==> config.mk <==
export PLATFORM = sky130hd
export DESIGN_NAME = branch_resolve_pc_flat
export DESIGN_NICKNAME = d
export VERILOG_FILES = /design/src/rtl/branch_resolve_pc_if.sv /design/src/rtl/branch_resolve_pc.sv /design/src/flat_wrapper.sv
export SDC_FILE = /design/constraint.sdc
export NUM_CORES = 1
export LEC_CHECK = 0
export BUFFER_PORTS_ARGS = -buffer_cell sky130_fd_sc_hd__buf_2
export CAP_MARGIN = 5
export CORE_MARGIN = 2
export CORE_UTILIZATION = 30
export DETAILED_ROUTE_END_ITERATION = 7
export PLACE_DENSITY = 0.58
export SYNTH_ARGS = -nofsm -noshare
export SYNTH_HDL_FRONTEND = slang
export SYNTH_SLANG_ARGS = --single-unit
==> constraint.sdc <==
create_clock -name clk_i -period 2 [get_ports clk_i]
set_input_delay 0.2 -clock clk_i [delete_from_list [all_inputs] [get_ports clk_i]]
set_output_delay 0.2 -clock clk_i [all_outputs]
set_load 0.02 [all_outputs]
==> src/rtl/branch_resolve_pc_if.sv <==
// EX-stage branch resolution bus: execute-stage instruction info and comparator
// results in, fetch PC / redirect / flush / statistics out.
interface branch_resolve_pc_if #(
    parameter int unsigned CNT_W = 16
);
    logic             stall_i;
    logic             ex_valid_i;
    logic             ex_br_i;
    logic             ex_jal_i;
    logic             ex_jalr_i;
    logic [2:0]       ex_funct3_i;
    logic [31:0]      ex_target_i;
    logic             br_less_i;
    logic             br_equal_i;
    logic             br_unsigned_o;
    logic [31:0]      pc_o;
    logic             redirect_o;
    logic             flush_o;
    logic             misalign_o;
    logic [CNT_W-1:0] br_cnt_o;
    logic [CNT_W-1:0] br_taken_cnt_o;

    // Pipeline / comparator side: drives EX info, observes PC control.
    modport master (
        output stall_i, ex_valid_i, ex_br_i, ex_jal_i, ex_jalr_i, ex_funct3_i,
               ex_target_i, br_less_i, br_equal_i,
        input  br_unsigned_o, pc_o, redirect_o, flush_o, misalign_o, br_cnt_o,
               br_taken_cnt_o
    );

    // Branch resolution unit side.
    modport slave (
        input  stall_i, ex_valid_i, ex_br_i, ex_jal_i, ex_jalr_i, ex_funct3_i,
               ex_target_i, br_less_i, br_equal_i,
        output br_unsigned_o, pc_o, redirect_o, flush_o, misalign_o, br_cnt_o,
               br_taken_cnt_o
    );
endinterface

==> src/rtl/branch_resolve_pc.sv <==
// Execute-stage branch resolution and fetch PC generation for the RV32I core.
// Resolves B-type/JAL/JALR, owns the PC register, issues redirect plus a timed
// flush of younger instructions, and keeps saturating branch statistics.
module branch_resolve_pc #(
    parameter logic [31:0] RESET_PC     = 32'h0000_0000,
    parameter int unsigned FLUSH_CYCLES = 2,
    parameter int unsigned CNT_W        = 16
) (
    input logic                clk_i,
    input logic                rst_ni,
    branch_resolve_pc_if.slave bus
);
    localparam int unsigned FLUSH_W = $clog2(FLUSH_CYCLES + 1);

    logic [31:0]      r_pc;
    logic [FLUSH_W-1:0] r_flush_cnt;
    logic             r_misalign;
    logic [CNT_W-1:0] r_br_cnt;
    logic [CNT_W-1:0] r_taken_cnt;

    logic [31:0]      w_pc_d;
    logic [FLUSH_W-1:0] w_flush_cnt_d;
    logic [CNT_W-1:0] w_br_cnt_d;
    logic [CNT_W-1:0] w_taken_cnt_d;
    logic             w_flush;
    logic             w_eff_valid;
    logic             w_cond;
    logic [31:0]      w_tgt;
    logic             w_take;
    logic             w_mis;
    logic             w_redirect;
    logic             w_br_inc;
    logic             w_taken_inc;

    // Instructions in the shadow of a redirect are squashed and must not act.
    assign w_flush     = (r_flush_cnt != '0);
    assign w_eff_valid = bus.ex_valid_i & ~w_flush;

    // Branch condition decode from funct3; reserved encodings never take.
    always_comb begin
        w_cond = 1'b0;
        case (bus.ex_funct3_i)
            3'b000:  w_cond = bus.br_equal_i;
            3'b001:  w_cond = ~bus.br_equal_i;
            3'b100:  w_cond = bus.br_less_i;
            3'b101:  w_cond = ~bus.br_less_i;
            3'b110:  w_cond = bus.br_less_i;
            3'b111:  w_cond = ~bus.br_less_i;
            default: w_cond = 1'b0;
        endcase
    end

    // JALR clears bit 0; anything still not word aligned is reported, not taken.
    assign w_tgt       = {bus.ex_target_i[31:1], bus.ex_target_i[0] & ~bus.ex_jalr_i};
    assign w_take      = w_eff_valid & (bus.ex_jal_i | bus.ex_jalr_i | (bus.ex_br_i & w_cond));
    assign w_mis       = w_take & (w_tgt[1:0] != 2'b00);
    assign w_redirect  = w_take & ~w_mis;
    assign w_br_inc    = w_eff_valid & bus.ex_br_i & ~bus.stall_i;
    assign w_taken_inc = w_br_inc & w_cond;

    // Next PC: redirect wins over stall, otherwise sequential fetch.
    always_comb begin
        w_pc_d = r_pc + 32'd4;
        if (w_redirect) begin
            w_pc_d = w_tgt;
        end else if (bus.stall_i) begin
            w_pc_d = r_pc;
        end
    end

    // Flush window: reload on redirect, count down only while not stalled.
    always_comb begin
        w_flush_cnt_d = r_flush_cnt;
        if (w_redirect) begin
            w_flush_cnt_d = FLUSH_W'(FLUSH_CYCLES);
        end else if (w_flush && !bus.stall_i) begin
            w_flush_cnt_d = r_flush_cnt - FLUSH_W'(1);
        end
    end

    // Statistics counters stick at all-ones instead of wrapping.
    always_comb begin
        w_br_cnt_d    = r_br_cnt;
        w_taken_cnt_d = r_taken_cnt;
        if (w_br_inc && (r_br_cnt != '1)) begin
            w_br_cnt_d = r_br_cnt + CNT_W'(1);
        end
        if (w_taken_inc && (r_taken_cnt != '1)) begin
            w_taken_cnt_d = r_taken_cnt + CNT_W'(1);
        end
    end

    // State registers with asynchronous reset.
    always_ff @(posedge clk_i or negedge rst_ni) begin
        if (!rst_ni) begin
            r_pc        <= RESET_PC;
            r_flush_cnt <= '0;
            r_misalign  <= 1'b0;
            r_br_cnt    <= '0;
            r_taken_cnt <= '0;
        end else begin
            r_pc        <= w_pc_d;
            r_flush_cnt <= w_flush_cnt_d;
            r_misalign  <= w_mis;
            r_br_cnt    <= w_br_cnt_d;
            r_taken_cnt <= w_taken_cnt_d;
        end
    end

    assign bus.br_unsigned_o  = bus.ex_funct3_i[1];
    assign bus.pc_o           = r_pc;
    assign bus.redirect_o     = w_redirect;
    assign bus.flush_o        = w_flush;
    assign bus.misalign_o     = r_misalign;
    assign bus.br_cnt_o       = r_br_cnt;
    assign bus.br_taken_cnt_o = r_taken_cnt;
endmodule

==> src/flat_wrapper.sv <==
// flat-port wrapper written by rule: the top's interface ports become plain ports
module branch_resolve_pc_flat 
#(
    parameter logic [31:0] RESET_PC     = 32'h0000_0000,
    parameter int unsigned FLUSH_CYCLES = 2,
    parameter int unsigned CNT_W        = 16
)
  (clk_i, rst_ni, bus_stall_i, bus_ex_valid_i, bus_ex_br_i, bus_ex_jal_i, bus_ex_jalr_i, bus_ex_funct3_i, bus_ex_target_i, bus_br_less_i, bus_br_equal_i, bus_br_unsigned_o, bus_pc_o, bus_redirect_o, bus_flush_o, bus_misalign_o, bus_br_cnt_o, bus_br_taken_cnt_o);
  branch_resolve_pc_if #(.CNT_W(CNT_W)) bus_i ();
  input logic clk_i;
  input logic rst_ni;
  input wire logic [$bits(bus_i.stall_i)-1:0] bus_stall_i;
  input wire logic [$bits(bus_i.ex_valid_i)-1:0] bus_ex_valid_i;
  input wire logic [$bits(bus_i.ex_br_i)-1:0] bus_ex_br_i;
  input wire logic [$bits(bus_i.ex_jal_i)-1:0] bus_ex_jal_i;
  input wire logic [$bits(bus_i.ex_jalr_i)-1:0] bus_ex_jalr_i;
  input wire logic [$bits(bus_i.ex_funct3_i)-1:0] bus_ex_funct3_i;
  input wire logic [$bits(bus_i.ex_target_i)-1:0] bus_ex_target_i;
  input wire logic [$bits(bus_i.br_less_i)-1:0] bus_br_less_i;
  input wire logic [$bits(bus_i.br_equal_i)-1:0] bus_br_equal_i;
  output wire logic [$bits(bus_i.br_unsigned_o)-1:0] bus_br_unsigned_o;
  output wire logic [$bits(bus_i.pc_o)-1:0] bus_pc_o;
  output wire logic [$bits(bus_i.redirect_o)-1:0] bus_redirect_o;
  output wire logic [$bits(bus_i.flush_o)-1:0] bus_flush_o;
  output wire logic [$bits(bus_i.misalign_o)-1:0] bus_misalign_o;
  output wire logic [$bits(bus_i.br_cnt_o)-1:0] bus_br_cnt_o;
  output wire logic [$bits(bus_i.br_taken_cnt_o)-1:0] bus_br_taken_cnt_o;
  assign bus_i.stall_i = bus_stall_i;
  assign bus_i.ex_valid_i = bus_ex_valid_i;
  assign bus_i.ex_br_i = bus_ex_br_i;
  assign bus_i.ex_jal_i = bus_ex_jal_i;
  assign bus_i.ex_jalr_i = bus_ex_jalr_i;
  assign bus_i.ex_funct3_i = bus_ex_funct3_i;
  assign bus_i.ex_target_i = bus_ex_target_i;
  assign bus_i.br_less_i = bus_br_less_i;
  assign bus_i.br_equal_i = bus_br_equal_i;
  assign bus_br_unsigned_o = bus_i.br_unsigned_o;
  assign bus_pc_o = bus_i.pc_o;
  assign bus_redirect_o = bus_i.redirect_o;
  assign bus_flush_o = bus_i.flush_o;
  assign bus_misalign_o = bus_i.misalign_o;
  assign bus_br_cnt_o = bus_i.br_cnt_o;
  assign bus_br_taken_cnt_o = bus_i.br_taken_cnt_o;
  branch_resolve_pc #(.RESET_PC(RESET_PC), .FLUSH_CYCLES(FLUSH_CYCLES), .CNT_W(CNT_W)) u_core (.clk_i(clk_i), .rst_ni(rst_ni), .bus(bus_i));
endmodule
==> flow_summary.json <==
{
  "status": "finished clean",
  "start_kind": "flip-flop",
  "p_leak_nw": 2.19,
  "rows": 39,
  "grt_max_degree": 68,
  "skew_ns": 0.00440,
  "cts.clk_slew.worst_paths_ns": 0.05,
  "slew_headroom": 0.706,
  "cts_inserted_buffers": 9,
  "worst_pin_slew_ns": 0.438,
  "drt_first_iter_violations": 162,
  "synthCells": 337,
  "m1WireLength_um": 4160,
  "max_clock_freq_mhz": 524,
  "coreArea_um2": 11400,
  "min_from": "bus_ex_target_i[8]",
  "power_mw": 5.89,
  "worst-path-max-fanout": 13,
  "dieArea_um2": 12500,
  "worst-endpoint-arrival_ns": 2.12,
  "yosysUniqueCellTypes": 43,
  "irDropWorstVdd_v": 0.000749,
  "rr_endpoint": "u_core.bus.br_taken_cnt_o[1]",
  "ios": 112,
  "clockBufferDepth": 2,
  "synthFlopType": "dfrtp_1",
  "grtUsageTotal": 0.144,
  "yosys_warnings": 0,
  "cts_tree": "built",
  "slew_violations": 0,
  "wl_per_cell_um": 13.9,
  "fin_crit_ns": 1.91,
  "io_buffers": 111,
  "finalHoldViolCount": 0,
  "finalWeightedCongestion": 0.774,
  "wirelength_um": 8470,
  "cp-end-kind": "flip-flop",
  "worstHoldEndpoint": "u_core.bus.pc_o[8]",
  "r2r_slack_ns": 0.09,
  "via_per_inst": 4.76,
  "fin_tns_setup_ns": 0,
  "slowest_delay_ns": 0.43,
  "path_class": "flip-flop to flip-flop",
  "ys_ff_latch": 67,
  "vias": 2896,
  "dp_hpwl_um": 6160,
  "grt_pass1_vias": 2863,
  "syn_avg_cell_area_um2": 10.3,
  "dr_wl_met2_um": 3640,
  "p_per_area_nw_per_um2": 1280,
  "rsz0062_at_grt": "no",
  "antenna_left": 0,
  "highest_layer": "met4",
  "seqCellArea_um2": 1680,
  "r2r_start": "u_core.bus.br_taken_cnt_o[0]",
  "hold_path_class": "input pin to flip-flop",
  "antennaDiodeCount": 0,
  "fillers": 1126,
  "fin_util": 0.406,
  "die_w_um": 112,
  "ys_seq_area_frac": 0.482,
  "insertion_delay_ns": 0.33,
  "dr_wl_met3_um": 533,
  "die_h_um": 112,
  "multi_input_area_um2": 1740,
  "worstHoldPathCells": 2,
  "grt_overflow": 0,
  "reg2reg_depth": 6,
  "htreeDepth": 3,
  "syn2layout_area_growth_pct": 32.6,
  "period_share": 0.954,
  "synth_edf_count": 0,
  "drive_gt1_frac": 0.345,
  "synthArstFlopShare": 1.00,
  "dp_cells": 592,
  "first_pass_iters": 4,
  "synthesis.area_um2": 3480,
  "max-cap-violations": 0,
  "antenna_found_initial": 0,
  "path_cells": "ha_1, and3_1, and3_4, a211oi_4, buf_12, mux2_2",
  "clock-sinks": 67,
  "cp.required_ns": 2.21,
  "final_cell_count_no_fill": 609,
  "root_buffer": "clkbuf_16",
  "grt_pass1_wl_um": 14600,
  "nets": 510,
  "cp_slowest_cell": "dfrtp_2",
  "start_util": 0.306,
  "drc": 0,
  "synth_fp_nets": 385,
  "finalSetupViolations": 0
}
-- how the worst max path moves through the flow --
stage | startpoint | to | slack (ns) | depth (start not counted)
global route | u_core.r_flush_cnt[0] | bus_redirect_o | 0.007 | 8
finish | u_core.bus.br_taken_cnt_o[0] | u_core.bus.br_taken_cnt_o[1] | 0.09 | 6
detailed placement | u_core.r_flush_cnt[0] | u_core.bus.pc_o[15] | 0.06 | 8
global placement | u_core.r_flush_cnt[0] | u_core.bus.br_taken_cnt_o[1] | 0.15 | 7
CTS | u_core.r_flush_cnt[0] | bus_redirect_o | 0.003 | 7
floorplan | u_core.bus.br_taken_cnt_o[1] | u_core.bus.br_taken_cnt_o[12] | 0.01 | 8
-- logic make-up (layout without fill, tap and decap cells) --
family / count (synthesis) / count (layout) / synth area share
buffers and inverters: 18 / 147 / 0.0298
XOR/XNOR: 62 / 62 / 0.156
AO/OA/AOI/OAI: 39 / 39 / 0.0661
AND/OR/NAND/NOR: 142 / 142 / 0.237
multiplexers: 5 / 5 / 0.0155
adder cells (fa/ha/maj): 4 / 4 / 0.0144
flip-flops: 67 / 67 / 0.482
-- registers in the layout, indices dropped and copies added (netlist names) --
register,cells
u_core.bus.pc_o,32
u_core.bus.misalign_o,1
u_core.bus.br_cnt_o,16
u_core.bus.br_taken_cnt_o,16
u_core.r_flush_cnt,2
-- through the flow --
| step | hold slack [ns] | setup WS [ns] | area (µm²) |
|---|---|---|---|
| after floorplan | -0.0956 | 0.0143 | 3480 |
| after global placement | 0.255 | 0.151 | 4270 |
| after detailed placement | 0.256 | 0.0617 | 4270 |
| after CTS | 0.0844 | 0.00322 | 4580 |
| after global routing | 0.103 | 0.00703 | 4620 |
| final | 0.0999 | 0.0919 | 4620 |
-- synth_stat cells, drive strengths merged (2+ instances only) --
library cell / instances / area (µm²)
nor4: 6 / 82.6
xnor2: 34 / 298
and2: 3 / 18.8
and3: 15 / 100
o21ai: 2 / 13.8
and4: 5 / 45.0
a21oi: 31 / 155
nor2: 42 / 158
inv: 6 / 22.5
nand3: 22 / 110
xor2: 28 / 245
buf: 6 / 45.0
nor3: 3 / 15.0
ha: 4 / 50.1
nand4: 23 / 159
dfrtp: 67 / 1680
clkbuf: 6 / 36.3
mux2i: 2 / 20.0
mux2: 3 / 33.8
nand2: 16 / 60.1
-- critical path: cells and delay by family, from the launching register on --
family	cells	cell delay [ns]
muxes	1	0.32
AOI/OAI and AO/OA	1	0.23
DFF	1	0.43
and+or+nand+nor	2	0.41
buffers and inverters	1	0.16
adders and majority gates	1	0.23
-- layout make-up --
type	instances	share of cell area
tap	143	0.0388
timing repair buffer	126	0.152
clock buffer	13	0.0564
multi-input combinational	252	0.377
sequential	67	0.364
inverter	6	0.00488
clock inverter	2	0.00759
-- cells in the final DEF (no fill, tap or decap), types with 2 or more instances in the layout --
master / netlist / routed
mux2_2: 3 / 3
nand4_1: 22 / 22
nand3_1: 22 / 22
buf_2: 3 / 110
and3_4: 1 / 2
clkbuf_1: 4 / 2
ha_1: 4 / 3
clkbuf_16: 0 / 9
xor2_1: 28 / 28
nor2_1: 42 / 42
nor4_1: 3 / 3
nand2_1: 16 / 16
buf_4: 1 / 12
a21oi_1: 31 / 31
and4_1: 4 / 4
mux2i_1: 2 / 2
and3_1: 13 / 12
nor3_1: 3 / 2
xnor2_1: 34 / 34
buf_12: 0 / 2
inv_1: 6 / 4
dfrtp_1: 67 / 66
nor4_4: 3 / 3
inv_2: 0 / 2
and2_1: 3 / 3
clkbuf_8: 1 / 2
-- what timing repair did --
action	4_1_cts	5_1_grt
hold endpoints to repair	67	0
setup endpoints to repair	1	19
buffers inserted	1	0
gates cloned	0	0
pin swaps	1	0
hold buffers	1	0
gates resized for setup	2	7
-- per-layer routing --
| layer | track usage | vias to the layer above |
|---|---|---|
| li1 | - | 1435 |
| met1 | 0.203 | 1363 |
| met2 | 0.209 | 88 |
| met3 | 0.0414 | 10 |
| met4 | 0.0593 | 0 |
| met5 | 0 | - |
-- report_power, final --
| group | switching (mW) | leakage (nW) | internal (mW) |
|---|---|---|---|
| Sequential | 0.480 | 0.845 | 1.75 |
| Combinational | 1.24 | 1.20 | 0.845 |
| Clock | 0.555 | 0.146 | 1.02 |
| Total | 2.27 | 2.19 | 3.62 |
(Power assumes the default switching activity.)
